==> src/rtl/tdc_hit_reader.sv <==
// Clock-domain readout for the carry-chain TDC. Captures the held thermometer
// snapshot on each synchronised stop edge, decodes it and buffers timestamps.
module tdc_hit_reader #(
  parameter int COARSE_W = 24,
  parameter int FIFO_AW  = 4
) (
  input  logic                clk,
  input  logic                rst_n,
  input  logic                en,
  input  logic                stop_in,
  input  logic [31:0]         tdc_word,
  output logic                out_valid,
  input  logic                out_ready,
  output logic [COARSE_W-1:0] out_coarse,
  output logic [5:0]          out_fine,
  output logic                out_bubble,
  output logic [FIFO_AW:0]    fifo_level,
  output logic [7:0]          overflow_cnt,
  input  logic                clear_ovf
);

  localparam int DEPTH   = 1 << FIFO_AW;
  localparam int ENTRY_W = COARSE_W + 7;
  localparam logic [FIFO_AW:0] FULL_LEVEL = {1'b1, {FIFO_AW{1'b0}}};

  logic s0, s1, sd;
  logic capture;

  logic [COARSE_W-1:0] coarse;

  logic                cap_valid;
  logic [31:0]         cap_word;
  logic [COARSE_W-1:0] cap_coarse;

  logic [5:0]          fine_next;
  logic [32:0]         thermo_mask;
  logic                bubble_next;

  logic                dec_valid;
  logic [COARSE_W-1:0] dec_coarse;
  logic [5:0]          dec_fine;
  logic                dec_bubble;

  logic [ENTRY_W-1:0]  mem [DEPTH];
  logic [FIFO_AW-1:0]  wr_ptr, rd_ptr;
  logic [FIFO_AW:0]    count;
  logic [ENTRY_W-1:0]  head;
  logic                full, pop, push_ok, drop;

  function automatic logic [5:0] popcount32(input logic [31:0] w);
    logic [5:0] n;
    n = '0;
    for (int i = 0; i < 32; i++) n = n + 6'(w[i]);
    return n;
  endfunction

  // sd keeps following s1 regardless of en, so a late enable never fakes an edge
  always_ff @(posedge clk or negedge rst_n) begin
    if (!rst_n) begin
      s0 <= 1'b0;
      s1 <= 1'b0;
      sd <= 1'b0;
    end else begin
      s0 <= stop_in;
      s1 <= s0;
      sd <= s1;
    end
  end

  assign capture = s1 & ~sd & en;

  always_ff @(posedge clk or negedge rst_n) begin
    if (!rst_n) coarse <= '0;
    else        coarse <= coarse + COARSE_W'(1);
  end

  always_ff @(posedge clk or negedge rst_n) begin
    if (!rst_n) begin
      cap_valid  <= 1'b0;
      cap_word   <= '0;
      cap_coarse <= '0;
    end else begin
      cap_valid <= capture;
      if (capture) begin
        cap_word   <= tdc_word;
        cap_coarse <= coarse;
      end
    end
  end

  // A clean code is exactly the low 'fine' bits set; anything else is a bubble
  always_comb begin
    fine_next   = popcount32(cap_word);
    thermo_mask = (33'd1 << fine_next) - 33'd1;
    bubble_next = ({1'b0, cap_word} != thermo_mask);
  end

  always_ff @(posedge clk or negedge rst_n) begin
    if (!rst_n) begin
      dec_valid  <= 1'b0;
      dec_coarse <= '0;
      dec_fine   <= '0;
      dec_bubble <= 1'b0;
    end else begin
      dec_valid <= cap_valid;
      if (cap_valid) begin
        dec_coarse <= cap_coarse;
        dec_fine   <= fine_next;
        dec_bubble <= bubble_next;
      end
    end
  end

  assign out_valid = (count != '0);
  assign full      = (count == FULL_LEVEL);
  assign pop       = out_valid & out_ready;
  assign push_ok   = dec_valid & (~full | pop);
  assign drop      = dec_valid & full & ~pop;

  always_ff @(posedge clk) begin
    if (push_ok) mem[wr_ptr] <= {dec_coarse, dec_fine, dec_bubble};
  end

  always_ff @(posedge clk or negedge rst_n) begin
    if (!rst_n) begin
      wr_ptr <= '0;
      rd_ptr <= '0;
      count  <= '0;
    end else begin
      if (push_ok) wr_ptr <= wr_ptr + FIFO_AW'(1);
      if (pop)     rd_ptr <= rd_ptr + FIFO_AW'(1);
      if (push_ok && !pop)      count <= count + (FIFO_AW+1)'(1);
      else if (pop && !push_ok) count <= count - (FIFO_AW+1)'(1);
    end
  end

  // Clear beats a simultaneous drop
  always_ff @(posedge clk or negedge rst_n) begin
    if (!rst_n)                              overflow_cnt <= '0;
    else if (clear_ovf)                      overflow_cnt <= '0;
    else if (drop && overflow_cnt != 8'hFF)  overflow_cnt <= overflow_cnt + 8'd1;
  end

  // Head fields are forced to zero when empty so reset shows clean outputs
  assign head       = mem[rd_ptr];
  assign out_coarse = out_valid ? head[ENTRY_W-1 -: COARSE_W] : '0;
  assign out_fine   = out_valid ? head[6:1] : '0;
  assign out_bubble = out_valid ? head[0] : 1'b0;
  assign fifo_level = count;

endmodule

==> config.mk <==
export PLATFORM = sky130hd
export DESIGN_NAME = tdc_hit_reader
export DESIGN_NICKNAME = d
export VERILOG_FILES = /design/src/rtl/tdc_hit_reader.sv
export SDC_FILE = /design/constraint.sdc
export NUM_CORES = 1
export LEC_CHECK = 0
export CAP_MARGIN = 20
export CORE_MARGIN = 2
export CORE_UTILIZATION = 49
export CTS_BUF_LIST = sky130_fd_sc_hd__clkbuf_8
export DETAILED_ROUTE_END_ITERATION = 8
export HOLD_SLACK_MARGIN = 0.06
export PLACE_DENSITY = 0.72
export SYNTH_ARGS = -nofsm -noshare
export SYNTH_HDL_FRONTEND = slang
export SYNTH_SLANG_ARGS = --single-unit
==> constraint.sdc <==
create_clock -name clk -period 7.19 [get_ports clk]
set_clock_uncertainty 0.2 [all_clocks]
set_input_delay 0.719 -clock clk [delete_from_list [all_inputs] [get_ports clk]]
set_output_delay 0.719 -clock clk [all_outputs]
set_load 0.1 [all_outputs]
==> flow_summary.ini, run 1 <==
[status]
run_status = complete, no violations

[clock_network]
clockBufferDepth = 3
clock-sinks = 633
clk_latency_ps = 690
cts_max_level = 3
cts_tree = built
cts_buffers = 96
clk_pin_slew_ps = 60
root_buffer = clkbuf_8

[floorplanning]
core-area_mm2 = 0.05360
die_h_um = 236.5
rows = 85
die_w_um = 236.5
start_util_pct = 49.44
ios = 83
dieArea_mm2 = 0.05595

[synthesis]
synth_nets = 1609
synth_area_per_cell_um2 = 17.35
yosysMostFrequentCell = edfxtp_1
synth.distinct_cells = 73
syn_inst = 1527
synth_common_cells = 496 x edfxtp_1, 178 x nand2_1, 155 x mux4_2
netlist.area_leader.share_pct = 56.21
synth_area_leaders = edfxtp_1 56%, mux4_2 13%, dfrtp_1 13%
yosysSeqAreaShare_pct = 69.15
synth_top_cell_by_area = edfxtp_1
synth_edf_count = 496
ys_ff_latch = 633
synth_flop_cell = edfxtp_1
syn_area_mm2 = 0.02650
yosys_warnings = 0
async_reset_ff_share_pct = 21.64

[global_route]
grt_start_max_net_pins = 118
antenna_found_initial = 1
track_usage_pct = 21.32
grt_pass1_wl_um = 88160
grt-ovfl-total = 0
grt_pass1_vias = 14458

[routing]
drtAntennaViolNets = 0
drc = 0
vias = 14195
dr.pass1.iters = 7
drt_iter0_markers = 1238
routed_wl_um = 58620
vias_per_cell = 5.749
wire_per_inst_um = 23.74

[timing]
setup_viol_count_final = 0
post-route-period-util_pct = 96.48
slew_headroom_pct = 22.57
period_minus_slack_ps = 6937
fmax_mhz = 144.2
final_hold_viol_count = 0
maxSlewViolCount = 0
worst_slew_pin_slew_ps = 1158
timing.final.ws_setup_ps = 253.0

[placed_design]
post-place-cells = 2281
dp_hpwl_um = 33140
port_buffers = 82
post-place-ws_ps = 7.506
place_congestion = 0.9051

[run]
drv_cap = 0

[critical_path]
reg2reg_slack_ps = 250
arrival_ps = 7270
required_ps = 7530
endpoint_kind = flop
critPathMaxFanout = 8
start_kind = flop
crit_type = flop to flop

[final_layout]
regArea_mm2 = 0.01833
utilization_pct = 56.76
layout-area-overhead-vs-synth_pct = 14.82
fin_cells = 2469
nFillCells = 4152
multiInputGateArea_mm2 = 0.007824
drive_gt1_share_pct = 24.15
finalNetCount = 1772

[worst_hold_path]
holdCritPathClass = flop to flop
critical path: stages, from the launching register on:
cell      delay [ps]
dfrtp_2          430
fa_1             540
inv_1             60
fa_1             520
fa_1             440
fa_1             550
fa_1             430
fa_1             490
inv_1             40
ha_1             220
fa_2             390
buf_4            180
and4_1           200
a211o_1          310
nand2_1          120
nor2_2            50
nand2_1           70
ha_2             210
nor3_2            60
and4_1           250
a311oi_2         270
xnor2_1          150
nand3_1          150
nor4_4           330
a31oi_1          110
cell usage in the layout, fill, tap and decap left out, types with 5 or more instances in the layout:
cell type        count
edfxtp_1           496
nand2_1            177
mux4_2             155
dfrtp_1            132
clkbuf_8           104
inv_1               84
clkdlybuf4s50_1     81
buf_4               56
xnor2_1             42
nor2_1              35
and2_1              35
mux2_2              30
o21ai_0             28
nand3_1             26
fa_1                24
a21oi_1             20
xor2_1              18
ha_1                18
clkinv_2            17
nor3_1              12
nor2_4              12
clkinv_1            11
o211ai_1            10
nand4_1             10
nor3_2               8
and3_1               8
a311oi_1             5
a31oi_1              5
o22ai_1              5
through the flow:
stage | cell area, um^2 | TNS [ps] | hold slack, ps
floorplan | 26500 | 0 | 131.2
global placement | 28410 | 0 | 135.4
detailed placement | 28410 | 0 | 145.7
CTS | 30320 | 0 | 159.2
global route | 30420 | -42.05 | 171.5
finish | 30420 | 0 | 152.9
area by class of cell:
type,instances,share of cell area (%)
Multi-Input combinational cell,769,25.72
Antenna cell,1,0.008225
Timing Repair Buffer,143,4.380
Tap cell,696,2.862
Sequential cell,633,60.26
Clock inverter,76,1.489
Clock buffer,104,4.705
Inverter,47,0.5799
logic make-up (layout without fill, tap and decap cells):
group,after synthesis,in the layout,share of synthesized area (%)
and+or+nand+nor,358,358,6.323
buffers and inverters,125,370,1.955
DFF,633,633,69.15
adders and majority gates,44,44,2.786
other,0,1,0
xor gates and xnor gates,61,61,2.068
muxes,188,188,14.56
AOI/OAI and AO/OA,118,118,3.159
state kept, by name, indices dropped and copies added (netlist names):
signal and count:
sd 1, dec_bubble 1, dec_coarse 24, wr_ptr 4
fifo_level 5, mem 496, rd_ptr 4, s0 1
dec_valid 1, overflow_cnt 8, cap_valid 1, s1 1
dec_fine 6, cap_word 32, coarse 24, cap_coarse 24
worst paths after layout:
path	from	to	depth (start not counted)
max	cap_word[17]$_DFFE_PN0P_	dec_bubble$_DFFE_PN0P_	24
min	s0$_DFF_PN0_	s1$_DFF_PN0_	0
max reg2reg	cap_word[17]$_DFFE_PN0P_	dec_bubble$_DFFE_PN0P_	24
min reg2reg	s0$_DFF_PN0_	s1$_DFF_PN0_	0
max in group asynchronous	rst_n	dec_coarse[0]$_DFFE_PN0P_	3
min in group asynchronous	rst_n	dec_coarse[13]$_DFFE_PN0P_	2
per-layer routing:
metal | part of all wire [%] | GRT usage [%] | vias up
li1 | - | - | 6235
met1 | 42 | 29.32 | 7387
met2 | 49 | 34.63 | 486
met3 | 6.8 | 4.010 | 87
met4 | 2.4 | 7.307 | 0
met5 | 0 | 0 | -
repair_timing:
item                                   in CTS  in global routing
gates cloned                                0                  0
setup endpoints to repair                   1                  1
buffers inserted                            0                  5
endpoints found under the hold margin      81                  0
pin swaps                                   0                 10
hold buffers                                1                  0
gates resized for setup                     2                 12
Power of run 1 is not shown: default switching activity piles up to over one toggle a cycle in this logic, so the estimate is an artifact.
==> run 2: changes to the inputs <==
--- a/config.mk
+++ b/config.mk
@@ -7,11 +7,11 @@
 export LEC_CHECK = 0
 export CAP_MARGIN = 20
 export CORE_MARGIN = 2
-export CORE_UTILIZATION = 49
+export CORE_UTILIZATION = 57
 export CTS_BUF_LIST = sky130_fd_sc_hd__clkbuf_8
 export DETAILED_ROUTE_END_ITERATION = 8
 export HOLD_SLACK_MARGIN = 0.06
-export PLACE_DENSITY = 0.72
+export PLACE_DENSITY = 0.82
 export SYNTH_ARGS = -nofsm -noshare
 export SYNTH_HDL_FRONTEND = slang
 export SYNTH_SLANG_ARGS = --single-unit
==> run 2 against run 1 <==
- global-route usage increased by 4.0 points
- count of clock-buffer cells in the layout decreased by 1
- die area decreased by 14%
- wire length increased by 0.73%
- sequential cell count unchanged
- design area decreased by 0.78%
- first-iteration DRC count increased by 7.7%
- setup slack improved by 2.6 ps
- final cell count decreased by 4.2%
- sequential share of layout area increased by 0.47 points
- worst hold slack got worse by 1.4 ps
- critical endpoint unchanged
- largest cell class unchanged
- highest routed layer unchanged
==> flow_summary.ini, run 2 (synthesis results as in run 1) <==
[status]
run_status = complete, no violations

[timing]
slew_headroom_pct = 21.50
final_hold_viol_count = 0
period_minus_slack_ps = 6934
worst_slew_pin_slew_ps = 1178
rsz0062_at_grt = no
fmax_mhz = 144.2
fin_tns_setup_ps = 0
maxSlewViolCount = 0
setup_viol_count_final = 0
post-route-period-util_pct = 96.44

[routing]
drt_iter0_markers = 1333
vias = 14346
wire_per_inst_um = 24.96
vias_per_cell = 6.063
drtAntennaViolNets = 0
drc = 0
dr.pass1.iters = 5
routed_wl_um = 59050

[placed_design]
place_area_mm2 = 0.02826
place_congestion = 0.8968
port_buffers = 82
dp_hpwl_um = 34040

[global_route]
grt_pass1_vias = 14804
grt-ovfl-total = 0
grt_pass1_wl_um = 88950
antenna_found_initial = 0
track_usage_pct = 25.37
grt_start_max_net_pins = 80

[final_layout]
layout_common_cells = 496 x edfxtp_1, 177 x nand2_1, 155 x mux4_2, 133 x dfrtp_1, 103 x clkbuf_8
largest_reg_flops = 496
layout-area-overhead-vs-synth_pct = 13.92
design_area_mm2 = 0.03019
n_antenna_cell = 0
top_register = mem
final_common_cell = edfxtp_1
finalNetCount = 1761
drive_gt1_share_pct = 23.59
largest_registers = mem x496, cap_word x32

[clock_network]
clk_latency_ps = 680
cts_max_level = 3
clock-sinks = 633
clockBufferDepth = 3
cts_tree = built
cts_buffers = 94
root_buffer = clkbuf_8
clk_pin_slew_ps = 60

[critical_path]
required_ps = 7550
start_kind = flop
critPathMaxFanout = 9
arrival_ps = 7290
endpoint_kind = flop
crit_type = flop to flop

[floorplanning]
start_util_pct = 57.28
core-area_mm2 = 0.04626
die_w_um = 219.6
dieArea_mm2 = 0.04823
ios = 83
die_h_um = 219.6
rows = 79

[run]
drv_cap = 0

[worst_hold_path]
holdCritPathClass = flop to flop
==> run 2: cell count changes in the layout (fill, tap and decap cells not counted), sizes merged <==
cell,delta
buf,-9
bufinv,-2
clkbuf,-1
clkinv,-3
clkinvlp,-1
diode,-1
inv,+3
==> run 2: layout make-up <==
cell class | count | area [um^2]
flip-flops and latches | 633 | 18330
fillers | 3033 | 16070
multi-input cells | 769 | 7829
clock buffers | 103 | 1418
repair buffers | 134 | 1269
well taps | 607 | 759.5
clock inverters | 73 | 402.9
inverters | 47 | 176.4
==> run 2: critical path, stage by stage (launching register included) <==
cell      delay [ps]
dfrtp_1          400
fa_1             550
inv_1             60
fa_1             550
fa_1             450
fa_1             540
fa_1             430
fa_1             490
inv_1             50
ha_2             190
fa_2             430
or3b_4           420
o211ai_1         150
nand2_2          160
nor2_4           140
nand2_1           80
ha_2             260
buf_6            170
o21a_1           150
a311oi_2         250
xnor2_1          150
nand3_1          110
nor4_2           320
a31oi_1          110
==> run 2: final timing paths <==
kind / slack (ps) / endpoint / depth (start not counted) / start
min in group asynchronous: 430 / dec_coarse[14]$_DFFE_PN0P_ / 2 / rst_n
max: 260 / dec_bubble$_DFFE_PN0P_ / 23 / cap_word[0]$_DFFE_PN0P_
max in group asynchronous: 4960 / rd_ptr[2]$_DFFE_PN0P_ / 3 / rst_n
min: 150 / s1$_DFF_PN0_ / 0 / s0$_DFF_PN0_
min reg2reg: 150 / s1$_DFF_PN0_ / 0 / s0$_DFF_PN0_
max reg2reg: 260 / dec_bubble$_DFFE_PN0P_ / 23 / cap_word[0]$_DFFE_PN0P_
==> run 2: per-layer routing <==
metal	vias to the layer above	wire (um)	GRT usage, %
met2	615	30890	43.43
met4	0	1537	9.351
met3	107	4236	4.389
met1	7420	22380	32.97
li1	6204	-	-
met5	-	0	0
==> run 2: timing repair <==
action,4_1_cts,5_1_grt
buffers inserted,0,1
setup endpoints to repair,1,1
pin swaps,0,8
resized for setup,1,16
hold buffers,1,0
endpoints found under the hold margin,78,0
==> run 2: through the flow <==
step,hold WS [ps],instances,worst slack [ps],util (%)
after floorplan,131.2,1527,83.16,-
after global placement,137.9,2187,187.0,61.10
after detailed placement,146.4,2187,21.05,61.10
after CTS,160.0,2364,81.30,65.06
after global routing,160.8,2366,15.88,65.25
final,151.5,2366,255.7,65.25
Power of run 2 is left out for the same reason.
==> run 3: changes to the inputs <==
--- a/config.mk
+++ b/config.mk
@@ -5,8 +5,7 @@
 export SDC_FILE = /design/constraint.sdc
 export NUM_CORES = 1
 export LEC_CHECK = 0
-export CAP_MARGIN = 20
-export CORE_MARGIN = 2
+export CAP_MARGIN = 10
 export CORE_UTILIZATION = 57
 export CTS_BUF_LIST = sky130_fd_sc_hd__clkbuf_8
 export DETAILED_ROUTE_END_ITERATION = 8
==> run 3 against run 2 <==
- via count up 2.1%
- largest cell class unchanged
- critical path type unchanged
- critical endpoint unchanged
- global-route usage up 1.7 points
- sequential cell count unchanged
==> flow_summary.ini, run 3 (synthesis results as in run 1) <==
[timing]
worst_hold_slack_ps = 150.1
maxSlewViolCount = 0
timing.final.ws_setup_ps = 231.5
worst_slew_pin_slew_ps = 1141
post-route-period-util_pct = 96.78
slew_headroom_pct = 23.85
final_hold_viol_count = 0
fmax_mhz = 143.7
period_minus_slack_ps = 6959
setup_viol_count_final = 0

[routing]
drt_iter0_markers = 1478
dr.pass1.iters = 5
vias_per_cell = 6.198
drtAntennaViolNets = 0
drc = 0
routed_wl_um = 60820
vias = 14653
wire_per_inst_um = 25.73

[run]
drv_cap = 0

[critical_path]
cp_top_family = adder cells
reg2regPathDepth = 23
r2r-end = dec_bubble$_DFFE_PN0P_
cpPeakStageDelay_ps = 570
crit_top_cell = fa_1
crit_chain = fa_1 > inv_1 > fa_1 > fa_1 > fa_1 > fa_1 > fa_1 > inv_1 > ha_4 > fa_2 > or3b_4 > o211ai_1 > nand2_1 > nor2_2 > nand2_2 > ha_4 > xor2_2 > o211ai_1 > a311oi_1 > and3_1 > nand4_1 > nor4_2 > a31oi_1
required_ps = 7550
reg2reg_from = cap_word[17]$_DFFE_PN0P_
reg2reg_slack_ps = 230
crit_slowest_cell = fa_1
crit_buf_inv = 2
endpoint_kind = flop
start_kind = flop
critPathMaxFanout = 3
crit_type = flop to flop
arrival_ps = 7320

[clock_network]
clk_latency_ps = 690
clockBufferDepth = 3
root_buffer = clkbuf_8
clk_pin_slew_ps = 70
clock-sinks = 633
cts_max_level = 3
cts_tree = built
cts_buffers = 94

[worst_hold_path]
hold-path-cell-count = 0
holdCritPathClass = flop to flop
hold_path_startpoint = s0$_DFF_PN0_
min_to = s1$_DFF_PN0_

[final_layout]
regArea_mm2 = 0.01833
nFillCells = 2923
multiInputGateArea_mm2 = 0.007883
drive_gt1_share_pct = 23.58
final_common_cell = edfxtp_1
n_antenna_cell = 0
design_area_mm2 = 0.03021
top_register = mem
largest_registers = mem x496, cap_word x32
finalNetCount = 1766
fin_cells = 2364
layout_common_cells = 496 x edfxtp_1, 177 x nand2_1, 155 x mux4_2, 132 x dfrtp_1, 101 x clkbuf_8
largest_reg_flops = 496
layout-area-overhead-vs-synth_pct = 14.01

[floorplanning]
die_h_um = 217.6
core-area_mm2 = 0.04558
dieArea_mm2 = 0.04735
start_util_pct = 58.14
rows = 78
ios = 83
die_w_um = 217.6

[global_route]
track_usage_pct = 27.05
grt-ovfl-total = 0
grt_pass1_wl_um = 93150
antenna_found_initial = 0
grt_start_max_net_pins = 88
grt_pass1_vias = 15261

[placed_design]
post-place-ws_ps = 102.9
port_buffers = 82
post-place-cells = 2180
place_congestion = 0.9551
place_area_mm2 = 0.02826
dp_hpwl_um = 35600

[status]
run_status = complete, no violations
[run 3: changes by cell type in the layout (fill, tap and decap cells not counted), moves of 3 or more]
cell / before / now
buf_4: 46 / 51
clkinv_1: 11 / 17
clkinv_2: 13 / 7
inv_1: 86 / 89
[run 3: final cells by class]
class	count	area share [%]
Clock buffer	101	4.602
Clock inverter	75	1.251
Inverter	47	0.5840
Multi-Input combinational cell	769	26.09
Sequential cell	633	60.69
Tap cell	600	2.485
Timing Repair Buffer	139	4.295
[run 3: worst max path at each step]
stage | from | slack, ps | depth (start not counted) | to
detailed placement | cap_word[0]$_DFFE_PN0P_ | 100 | 24 | dec_bubble$_DFFE_PN0P_
global placement | cap_word[0]$_DFFE_PN0P_ | 200 | 24 | dec_bubble$_DFFE_PN0P_
CTS | cap_word[0]$_DFFE_PN0P_ | 90 | 24 | dec_bubble$_DFFE_PN0P_
floorplan | cap_word[0]$_DFFE_PN0P_ | 80 | 24 | dec_bubble$_DFFE_PN0P_
finish | cap_word[17]$_DFFE_PN0P_ | 230 | 23 | dec_bubble$_DFFE_PN0P_
global route | cap_word[11]$_DFFE_PN0P_ | -50 | 23 | dec_bubble$_DFFE_PN0P_
[run 3: worst register-to-register path, delay by kind of cell (launching register included)]
| kind | cells | cell delay (ps) |
|---|---|---|
| AOI/OAI and AO/OA | 4 | 630 |
| xor gates and xnor gates | 1 | 160 |
| adders and majority gates | 9 | 3840 |
| buffers and inverters | 2 | 130 |
| DFF | 1 | 430 |
| and+or+nand+nor | 7 | 1460 |
[run 3: repair_timing]
action,in CTS,in global routing
setup buffers,0,7
hold buffers,1,0
endpoints found under the hold margin,86,0
endpoints found under the setup margin,0,1
resized for setup,0,24
[run 3: through the flow]
step	utilization (%)	TNS (ps)
after floorplan	-	0
after global placement	61.98	0
after detailed placement	62.00	0
after CTS	65.90	0
after global routing	66.28	-50.06
final	66.28	0
[run 3: metal layers]
metal	wire, um	track usage (%)	share of wire, %	up-vias
li1	-	-	-	6201
met1	22650	35.56	37	7540
met2	31200	45.80	51	773
met3	4962	4.142	8.2	139
met4	2005	10.52	3.3	0
met5	0	0	0	-
Power of run 3 is left out for the same reason.
